[config.mk]
export PLATFORM = sky130hd
export DESIGN_NAME = regfile_writer
export DESIGN_NICKNAME = d
export VERILOG_FILES = /design/src/rtl/regfile_writer.sv
export SDC_FILE = /design/constraint.sdc
export NUM_CORES = 1
export LEC_CHECK = 0
export BUFFER_PORTS_ARGS = -buffer_cell sky130_fd_sc_hd__buf_2
export CAP_MARGIN = 20
export CORE_UTILIZATION = 55
export CTS_CLUSTER_DIAMETER = 100
export DETAILED_ROUTE_END_ITERATION = 12
export PLACE_DENSITY = 0.71
export SLEW_MARGIN = 20
export SYNTH_ARGS = -nofsm -noshare
export SYNTH_HDL_FRONTEND = slang
export SYNTH_SLANG_ARGS = --single-unit
export TNS_END_PERCENT = 100
[constraint.sdc]
create_clock -name clk -period 4.66 [get_ports clk]
set_input_delay 0 -clock clk [delete_from_list [all_inputs] [get_ports clk]]
set_output_delay 0 -clock clk [all_outputs]
set_load 0.02 [all_outputs]
[src/rtl/regfile_writer.sv]
// regfile_writer: write-side sequencer for the 16x32 regfile.
// Queues (addr, data) requests and clears R0..NREGS-1 after reset or on request.
module regfile_writer #(
    parameter int DEPTH = 4,
    parameter int NREGS = 15
) (
    input  logic        clk,
    input  logic        reset,
    input  logic        in_valid,
    output logic        in_ready,
    input  logic [3:0]  in_addr,
    input  logic [31:0] in_data,
    input  logic        clr_req,
    output logic [3:0]  wa3,
    output logic [31:0] wd3,
    output logic        we3,
    output logic        busy,
    output logic        err
);

    localparam int AW = (DEPTH > 1) ? $clog2(DEPTH) : 1;
    localparam int CW = $clog2(NREGS + 1);

    typedef enum logic [1:0] {
        S_CLEAR,
        S_RUN,
        S_DRAIN
    } state_t;

    state_t        state_q, state_d;
    logic [CW-1:0] cnt_q, cnt_d;

    logic [AW-1:0] wptr_q, wptr_d;
    logic [AW-1:0] rptr_q, rptr_d;
    logic [AW:0]   count_q, count_d;
    logic [35:0]   mem_q [DEPTH];

    logic          we3_q, we3_d;
    logic [3:0]    wa3_q, wa3_d;
    logic [31:0]   wd3_q, wd3_d;
    logic          err_q, err_d;

    logic          full;
    logic          empty;
    logic          push;
    logic          pop;
    logic [35:0]   head;
    logic [3:0]    head_addr;
    logic [31:0]   head_data;
    logic          head_bad;

    assign full      = (count_q == (AW+1)'(DEPTH));
    assign empty     = (count_q == '0);
    assign in_ready  = (state_q == S_RUN) && !full;
    assign busy      = (state_q != S_RUN);
    assign push      = in_valid && in_ready;
    assign pop       = (state_q != S_CLEAR) && !empty;

    assign head      = mem_q[rptr_q];
    assign head_addr = head[35:32];
    assign head_data = head[31:0];
    // R15 (the PC) and anything past the cleared range is not writable.
    assign head_bad  = ({1'b0, head_addr} >= 5'(NREGS));

    assign we3 = we3_q;
    assign wa3 = wa3_q;
    assign wd3 = wd3_q;
    assign err = err_q;

    // FIFO pointer and occupancy bookkeeping.
    always_comb begin
        wptr_d  = wptr_q;
        rptr_d  = rptr_q;
        count_d = count_q;
        if (push) begin
            wptr_d = wptr_q + AW'(1);
        end
        if (pop) begin
            rptr_d = rptr_q + AW'(1);
        end
        unique case ({push, pop})
            2'b10:   count_d = count_q + (AW+1)'(1);
            2'b01:   count_d = count_q - (AW+1)'(1);
            default: count_d = count_q;
        endcase
    end

    // Sequencer: clear walk, normal run, and drain before a requested clear.
    always_comb begin
        state_d = state_q;
        cnt_d   = cnt_q;
        we3_d   = 1'b0;
        wa3_d   = wa3_q;
        wd3_d   = wd3_q;
        err_d   = err_q;

        unique case (state_q)
            S_CLEAR: begin
                if (cnt_q == CW'(NREGS)) begin
                    state_d = S_RUN;
                end else begin
                    we3_d = 1'b1;
                    wa3_d = 4'(cnt_q);
                    wd3_d = '0;
                    cnt_d = cnt_q + CW'(1);
                end
            end
            S_RUN: begin
                if (clr_req) begin
                    state_d = S_DRAIN;
                end
            end
            S_DRAIN: begin
                if (empty) begin
                    state_d = S_CLEAR;
                    cnt_d   = '0;
                end
            end
            default: begin
                state_d = S_CLEAR;
                cnt_d   = '0;
            end
        endcase

        // Queue head goes to the write port; bad targets burn the slot.
        if (pop) begin
            wa3_d = head_addr;
            wd3_d = head_data;
            if (head_bad) begin
                err_d = 1'b1;
            end else begin
                we3_d = 1'b1;
            end
        end
    end

    // Control and write-port registers.
    always_ff @(posedge clk or negedge reset) begin
        if (!reset) begin
            state_q <= S_CLEAR;
            cnt_q   <= '0;
            wptr_q  <= '0;
            rptr_q  <= '0;
            count_q <= '0;
            we3_q   <= 1'b0;
            wa3_q   <= '0;
            wd3_q   <= '0;
            err_q   <= 1'b0;
        end else begin
            state_q <= state_d;
            cnt_q   <= cnt_d;
            wptr_q  <= wptr_d;
            rptr_q  <= rptr_d;
            count_q <= count_d;
            we3_q   <= we3_d;
            wa3_q   <= wa3_d;
            wd3_q   <= wd3_d;
            err_q   <= err_d;
        end
    end

    // FIFO storage; contents are only meaningful behind the pointers.
    always_ff @(posedge clk) begin
        if (push) begin
            mem_q[wptr_q] <= {in_addr, in_data};
        end
    end

endmodule

Word level (Yosys, flattened, before mapping)
Memory sizes are Yosys's and may differ from the RTL's.
Cells that the tools add are included.
{"block": "totals", "ff_bits": 51, "mem_bits_rw": 144, "wordCells": 63, "mem_count": 1}
{"memory": "mem_q", "depth": 4, "word_bits": 36, "read_ports": 1, "rd_ports_with_merged_regs": 0, "write_ports": 1, "line": "36", "rtl": "logic [35:0] mem_q [DEPTH];"}
{"block": "op_classes", "addsub": 5, "n_lt_le_gt_ge": 1, "eq_ne": 12, "muxes": 20, "bitwise": 1, "reduce_logical": 14}
{"op": "32-bit two-way mux", "count": 3}
{"op": "4-bit two-way mux", "count": 5}
{"op": "4-bit case mux with 3 select lines", "count": 1}
{"op": "2-bit != test, second input constant", "count": 5}
{"op": "1-bit two-way mux", "count": 6}
{"op": "2-bit two-way mux", "count": 3}
{"op": "2-bit case mux with 3 select lines", "count": 1}
{"op": "3-bit case mux with 2 select lines", "count": 1}
{"op": "3-bit AND reduction", "count": 2}
{"op": "2-bit nonzero test", "count": 3}
{"op": "2-bit by 1-bit adder with 2-bit output, second input constant", "count": 2}
{"op": "4-bit by 1-bit adder with 4-bit output, second input constant", "count": 1}
{"op": "2-bit by 1-bit == test with 1-bit output, second input constant", "count": 2}
{"op": "2-bit == test, second input constant", "count": 2}
{"op": "4-bit == test, second input constant", "count": 1}
{"op": "4-bit >= comparator, second input constant", "count": 1}
{"op": "2-bit AND reduction", "count": 2}
{"op": "3-bit by 1-bit adder with 3-bit output, second input constant", "count": 1}
{"op": "3-bit == test, second input constant", "count": 1}
{"op": "1-bit logical AND", "count": 3}
{"op": "3-bit logical NOT", "count": 1}
{"op": "3-bit by 1-bit subtractor with 3-bit output, second input constant", "count": 1}
{"op": "1-bit logical NOT", "count": 2}
{"op": "2-bit logical NOT", "count": 1}
{"op": "2 further kinds", "count": 2}

Depth between registers and ports, before layout
Gate-level depths: netlist (run 1).
{"block": "logic_depth", "depth_word": 6, "ltp_mapped": 11}

Worst setup path before layout (run 1)
Ideal clock, no wire load.
{"block": "synth_timing", "kind": "register to register", "start": "reg state_q[1]", "end": "mem mem_q[0][0], enable pin", "setup_ns": 0.397, "arrival_time_ns": 2.194, "path_slack_ns": 2.069, "path_stages_with_launch": 4, "n_path_buf": 0, "period_less_slack_ns": 2.591, "path_cell_list": "dfrtp_1 > nand2b_4 > a31oi_1 > and3_1"}
{"block": "synth_via", "elab_chain_cells": 5}
{"item": "start: declaration", "line": "30", "rtl": "state_t state_q, state_d;"}
{"item": "start signal: assignment", "line": "150", "rtl": "state_q <= state_d;"}
{"item": "2-bit by 1-bit == test with 1-bit output", "line": "54", "rtl": "assign in_ready = (state_q == S_RUN) && !full;"}
{"item": "1-bit logical AND", "line": "54"}
{"item": "named net in_ready", "line": "10", "rtl": "output logic in_ready,"}
{"item": "1-bit logical AND", "line": "56", "rtl": "assign push = in_valid && in_ready;"}
{"item": "1-bit two-way mux", "line": "164", "rtl": "if (push) begin"}
{"item": "1-bit two-way mux (implied by the code)", "line": "165", "rtl": "mem_q[wptr_q] <= {in_addr, in_data};"}
{"item": "end: declaration", "line": "36"}
The timed path passes the listed nets, and every way through them passes these cells.

Final worst setup path (run 1)
{"block": "layout_timing", "start": "reg state_q[0]", "end": "reg count_q[2]"}
{"block": "layout_via", "elab_chain_cells": 5, "elab_cells_between_ends": 9}
{"item": "2-bit by 1-bit == test with 1-bit output", "line": "54"}
{"item": "1-bit logical AND", "line": "54"}
{"item": "1-bit logical AND", "line": "56"}
{"item": "2-bit by 1-bit == test with 1-bit output or 2-bit == test (tied branches)", "line": "81", "rtl": "unique case ({push, pop})"}
{"item": "3-bit case mux with 2 select lines or 2-bit nonzero test (tied branches)"}
{"item": "end signal: assignment", "line": "154", "rtl": "count_q <= count_d;"}
{"item": "end: declaration", "line": "35", "rtl": "logic [AW:0] count_q, count_d;"}
Parallel ways exist; a longest one is shown, timed or not.
A chain may end at the register's enable or synchronous reset.

==> metrics.txt, run 1 <==
status finished clean; worst-skew pair later-pin latency 0.42 ns; Critical Path RT 5.00 ns; Max Root-Sink Buffers 2; worst setup path startpoint state_q[0]$_DFFE_PN0P_; post-synthesis compound-gate area fraction under 10%; worst-case vdd ir drop 0.300 mV; Initial DRT Pass Iterations 4; met3 GRT Util 5.86%; WL final about 13,000 µm; Post-Synth Simple-Gate Area 2.33%; Final Skew 0.00891 ns; die area about 14,000 µm²; Post-Route Setup TNS 0 ns; achievable clock frequency 373 MHz; initial antenna violation count 0; max-cap viol count 0; # port buffers 79; Netlist cell types 36; Mean Syn Cell Area about 21 µm²; nets between 500 and 600; Post-Syn Nets 400; row cnt 41; sequential cell area fraction in the yosys report 76.2%; Num CTS Buffers 17; Placed Instance Area 7850 µm²; final critical-path share of the clock period a little under three fifths; Initial Util 57.3%; gr ovfl total 0; Root Buffer clkbuf_16; worst-path fanout max 43; post-synthesis xor/xnor area fraction less than 1%; DR vias 3,668; cts repair resizes 0; adder and majority gate portion of the synthesized area between 1 and 1.5%; Worst EP arrival roughly 3 ns; slew margin rel. 33.2%; area growth from synthesis to layout 20.2%; CTS tree built; Yosys warning count 0; Post-DP HPWL 6930 µm; gr busiest metal met2; Worst Reg-to-Reg Cells 7; CP Class flop to flop; die width 118 µm; DRC 0; Cell Area, Synth 7350 µm²; DRT iter0 DRCs 316; post-synthesis mux area share between 10% and 20%; RSZ-0062 raised after global routing false; Cell Count, Final, Fillers Out 659; Hold WC Path Type primary input to asynchronous set/reset pin; Worst-path clk slew about 0.060 ns; area of the core 12,800 µm²; die boundary height between 100 and 150 µm; vias per cell 5.57; Final Hold Vio Count 0; Critical Path Start Type flop; largest family of logic cells by synthesized area multiplexers; Crit Reg-Reg Startpoint state_q[0]$_DFFE_PN0P_; H-Tree Depth 4; vias in the first global route 3,913; flop2flop setup slack 1.98 ns; postcts setup bufs 0; fin crit period 2.68 ns; Worst R2R End count_q[2]$_DFFE_PN0P_; clock sink count approximately 200; Slew Viols, Final 0; pin count of the biggest net entering global routing 52; GRT Resource Usage Total 20.2%; Power Density 593 nW/µm²; first-pass GRT wire length between 20,000 and 25,000 µm; Mapped Cells 353; static leakage approximately 3.4 nW; layout cell share with drive strength beyond 1 32.9%; final instance area 8830 µm²; drt wl/cell 19.2 µm; I/O Pins 80; Routability Congestion approximately 0.73; Antenna Violating Nets Remaining 0; synthesized flop and latch total 195; met2 usage 33.7%; met1 usage 26.1%; worst-margin pin slew 1.00 ns; CTS hold repair buffers 39; Inst Count DP 588; antenna diode count 0; commonest cells after routing, fill and taps aside edfxtp_1, buf_2, dfrtp_1; most common cell after layout, fill and taps aside edfxtp_1; Worst setup EP type flop; Setup-failing EPs final 0
==> stage by stage <==
stage	worst slack (ns)	hold slack (ns)	power, mW	util, %
after floorplan	2.07	-0.296	3.47	-
after global placement	2.05	0.158	3.80	61.2
after detailed placement	1.97	0.176	3.83	61.2
after CTS	1.96	0.264	5.29	68.9
after global routing	1.71	0.306	5.51	68.9
final	1.98	0.253	5.23	68.9
==> worst max path at each step <==
stage,to,slack [ns],depth (start not counted)
after global placement,count_q[2]$_DFFE_PN0P_,2.05,7
after CTS,count_q[2]$_DFFE_PN0P_,1.96,7
after floorplan,mem_q[0][0]$_DFFE_PP_,2.07,3
final,count_q[2]$_DFFE_PN0P_,1.98,7
after global routing,count_q[2]$_DFFE_PN0P_,1.71,7
after detailed placement,count_q[2]$_DFFE_PN0P_,1.97,7
==> final cells by class <==
| type | instances | area [µm²] |
|---|---|---|
| repair buffers | 120 | 801 |
| fillers | 864 | 3990 |
| well taps | 172 | 215 |
| multi-input cells | 132 | 1590 |
| clock buffers | 23 | 488 |
| clock inverters | 9 | 104 |
| inverters | 8 | 30.0 |
| flip-flops and latches | 195 | 5600 |
==> cell families (layout without fill, tap and decap cells) <==
family / count (synthesis) / after routing
DFF: 195 / 195
AOI/OAI and AO/OA: 47 / 47
muxes: 39 / 39
and+or+nand+nor: 31 / 31
buffers and inverters: 26 / 160
xor gates and xnor gates: 8 / 8
adders and majority gates: 7 / 7
==> report_power, final <==
group / leakage (nW) / switching, mW / internal [mW]
combinational: 1.13 / 0.737 / 0.655
sequential: 1.96 / 0.279 / 2.13
clock: 0.289 / 0.591 / 0.846
==> synthesized netlist by cell type <==
cell        n  area, µm²
a21o_2      1       8.76
a21oi_1     1       5.00
a22o_1     32        280
a22oi_1     3       22.5
a311oi_4    1       26.3
a31oi_1     1       6.26
a32o_1      1       10.0
a41o_1      1       10.0
and2_1      2       12.5
and2_2      1       7.51
and3_1      4       25.0
buf_1       1       3.75
buf_2       4       20.0
buf_4       4       30.0
buf_6       6       67.6
clkbuf_1    3       11.3
dfrtp_1    51       1280
edfxtp_1  144       4320
fa_1        1       20.0
ha_1        6       75.1
inv_1       8       30.0
mux2_2      1       11.3
mux2i_1     2       20.0
mux4_2     36        811
nand2_1    10       37.5
nand2b_4    1       13.8
nand3_1     5       25.0
nand4_1     1       6.26
nor2_1      5       18.8
nor2_8      1       20.0
nor3_1      1       5.00
o21ai_0     4       20.0
o32a_2      1       11.3
o41ai_1     1       8.76
xnor2_1     4       35.0
xor2_1      4       35.0
==> critical path, stage by stage (launching register included) <==
cell     delay, ns
dfrtp_1       0.56
o32a_2        0.88
ha_1          0.33
inv_1         0.06
fa_1          0.37
xor2_1        0.15
nor2_1        0.11
xor2_1        0.14
==> sequential cells by signal, indices dropped and copies added, names as in the netlist <==
signal and flops:
we3 1, wptr_q 2, cnt_q 4, count_q 3, err 1, mem_q 144
rptr_q 2, wa3 4, state_q 2, wd3 32
==> metal layers <==
layer  up-vias  share of wire, %
met5         -                 0
met4         0              0.78
met3         7               3.7
met2        82                52
met1      1912                44
li1       1667                 -
No activity file was read; power rests on OpenSTA's default activity.
==> run 2: changes to the inputs <==
==> constraint.sdc (replaced) <==
create_clock -name clk -period 2.6 [get_ports clk]
set_input_delay 0 -clock clk [delete_from_list [all_inputs] [get_ports clk]]
set_output_delay 0 -clock clk [all_outputs]
set_load 0.02 [all_outputs]
==> run 2 against run 1 <==
- die area unchanged
- utilization increased by 1.1 points
- final cell count rose by 1.5%
- register-to-register slack worse by 1.6 ns
==> metrics.txt, run 2 (synthesized netlist as in run 1, its figures left out) <==
status finished clean; Critical Path RT 2.94 ns (-2.06 ns); RSZ-0062 raised after global routing false; Critical Path Start Type flop; row cnt 41 (unchanged); Hold Worst Slack 0.110 ns (-0.143 ns); Placed Instance Area 7970 µm² (+1.5%); Worst Reg-to-Reg Cells 8 (+1); Max Root-Sink Buffers 2 (unchanged); CP Class flop to flop; Power Density 1060 nW/µm² (+78%); Crit Reg-Reg Startpoint state_q[1]$_DFFE_PN0P_; Worst R2R End count_q[1]$_DFFE_PN0P_; pin count of the biggest net entering global routing 42 (-19%); flop2flop setup slack 0.40 ns (-1.58 ns); H-Tree Depth 4 (unchanged); Routability Congestion 0.750 (+2.0%); most common cell after layout, fill and taps aside edfxtp_1; WL final 13,200 µm (+4.4%); area growth from synthesis to layout 22.1%; max reg flops 144 (unchanged); gr ovfl total 0 (unchanged); Final Hold Vio Count 0 (unchanged); worst-case vdd ir drop 0.546 mV (+82%); Worst-path clk slew 0.07 ns (about the same); max-cap viol count 0 (unchanged); Post-Route Setup TNS 0 ns (unchanged); Final Skew 0.00610 ns (-0.00281 ns); achievable clock frequency 454 MHz (+22%); postcts setup bufs 0 (unchanged); Worst setup EP type flop; DRT iter0 DRCs 186 (-41%); GRT Resource Usage Total 21.0% (+0.82 points); setup slack at placement 0.431 ns (-1.54 ns); Layout Utilization 70.0% (+1.1 points); Setup-failing EPs final 0 (unchanged); clock sink count 195 (unchanged); vias per cell 5.57 (about the same); layout cell share with drive strength beyond 1 33.8% (+0.95 points); final instance area 8980 µm² (+1.6%); fin crit period 2.20 ns (-0.477 ns); DR vias 3,726 (+1.6%); Post-DP HPWL 7540 µm (+8.9%); Hold WC Path Type primary input to asynchronous set/reset pin; final critical-path share of the clock period 84.8% (+27 points); # port buffers 79 (unchanged); worst-margin pin slew 0.621 ns (-0.382 ns); commonest cells after routing, fill and taps aside edfxtp_1, buf_2, dfrtp_1; most flop-heavy register mem_q; CTS tree built; Root Buffer clkbuf_16; die boundary height 118 µm (unchanged); Antenna Violating Nets Remaining 0 (unchanged); drt wl/cell 19.7 µm (+2.8%); die area 13,800 µm² (unchanged); DRC 0 (unchanged); first-pass GRT wire length 21,700 µm (+4.5%); # fillers 831 (-3.8%); slew margin rel. 58.6% (+25 points); initial antenna violation count 0 (unchanged); vias in the first global route 4,085 (+4.4%); die width 118 µm (unchanged); Slew Viols, Final 0 (unchanged); I/O Pins 80 (unchanged); antenna diode count 0 (unchanged); worst-skew pair later-pin latency 0.42 ns (about the same); area of the core 12,800 µm² (unchanged); Initial Util 57.3% (unchanged); Worst EP arrival 2.54 ns (-0.48 ns); Setup WS post-layout 0.396 ns (-1.58 ns); Initial DRT Pass Iterations 4 (unchanged); worst-path fanout max 8 (-81%); Num CTS Buffers 17 (unchanged); static leakage 3.44 nW (+2.0%); nets 531 (+1.9%)
run 2: cell types whose count changed in the layout (fill, tap and decap cells not counted), moves of 2 or more:
cell      delta
clkbuf_8     -4
clkinv_1     +3
buf_12       +4
clkinv_2     -2
buf_4        +5
clkinv_4     +2
run 2: worst max path at each step:
stage	depth (start not counted)	endpoint	startpoint
floorplan	3	mem_q[0][0]$_DFFE_PP_	state_q[1]$_DFFE_PN0P_
global placement	10	count_q[2]$_DFFE_PN0P_	state_q[1]$_DFFE_PN0P_
detailed placement	10	count_q[2]$_DFFE_PN0P_	state_q[1]$_DFFE_PN0P_
CTS	10	count_q[2]$_DFFE_PN0P_	state_q[1]$_DFFE_PN0P_
global route	8	count_q[1]$_DFFE_PN0P_	state_q[1]$_DFFE_PN0P_
finish	8	count_q[1]$_DFFE_PN0P_	state_q[1]$_DFFE_PN0P_
run 2: final cells by class:
class | count | area (µm²) | share of cell area [%]
clock buffers | 18 | 429 | 4.78
repair buffers | 130 | 946 | 10.5
clock inverters | 14 | 161 | 1.80
multi-input cells | 132 | 1590 | 17.7
inverters | 8 | 30.0 | 0.334
flip-flops and latches | 195 | 5600 | 62.4
well taps | 172 | 215 | 2.40
run 2: metal layers:
layer  track usage [%]  vias to the layer above  share of wire, %
li1                  -                     1685                 -
met1              26.9                     1954                42
met2              35.8                       76                53
met3              4.22                       11               2.8
met4              7.77                        0               1.4
met5                 0                        -                 0
run 2: stage by stage:
stage | power (mW) | std cells
2_1_floorplan | 6.21 | 353
3_3_place_gp | 6.88 | 597
3_5_place_dp | 6.95 | 597
4_1_cts | 9.58 | 668
5_1_grt | 9.95 | 669
6_report | 9.49 | 669
run 2: worst max-delay path, cell delays in order, from the launching register on:
cell and delay (ns):
dfrtp_1 0.47, nand2b_4 0.19, a31oi_1 0.33, and2_2 0.25, inv_1 0.05, ha_1 0.21
inv_1 0.07, fa_1 0.41, mux2i_1 0.14
run 2: what timing repair did:
| item | CTS | global route |
|---|---|---|
| resized for setup | 0 | 0 |
| hold buffers | 39 | 0 |
| hold endpoints to repair | 186 | 0 |
run 2: power by group:
group / total, mW / internal, mW / switching, mW
combinational: 2.64 / 1.23 / 1.41
clock: 2.58 / 1.51 / 1.07
sequential: 4.27 / 3.81 / 0.453
total: 9.49 / 6.55 / 2.94
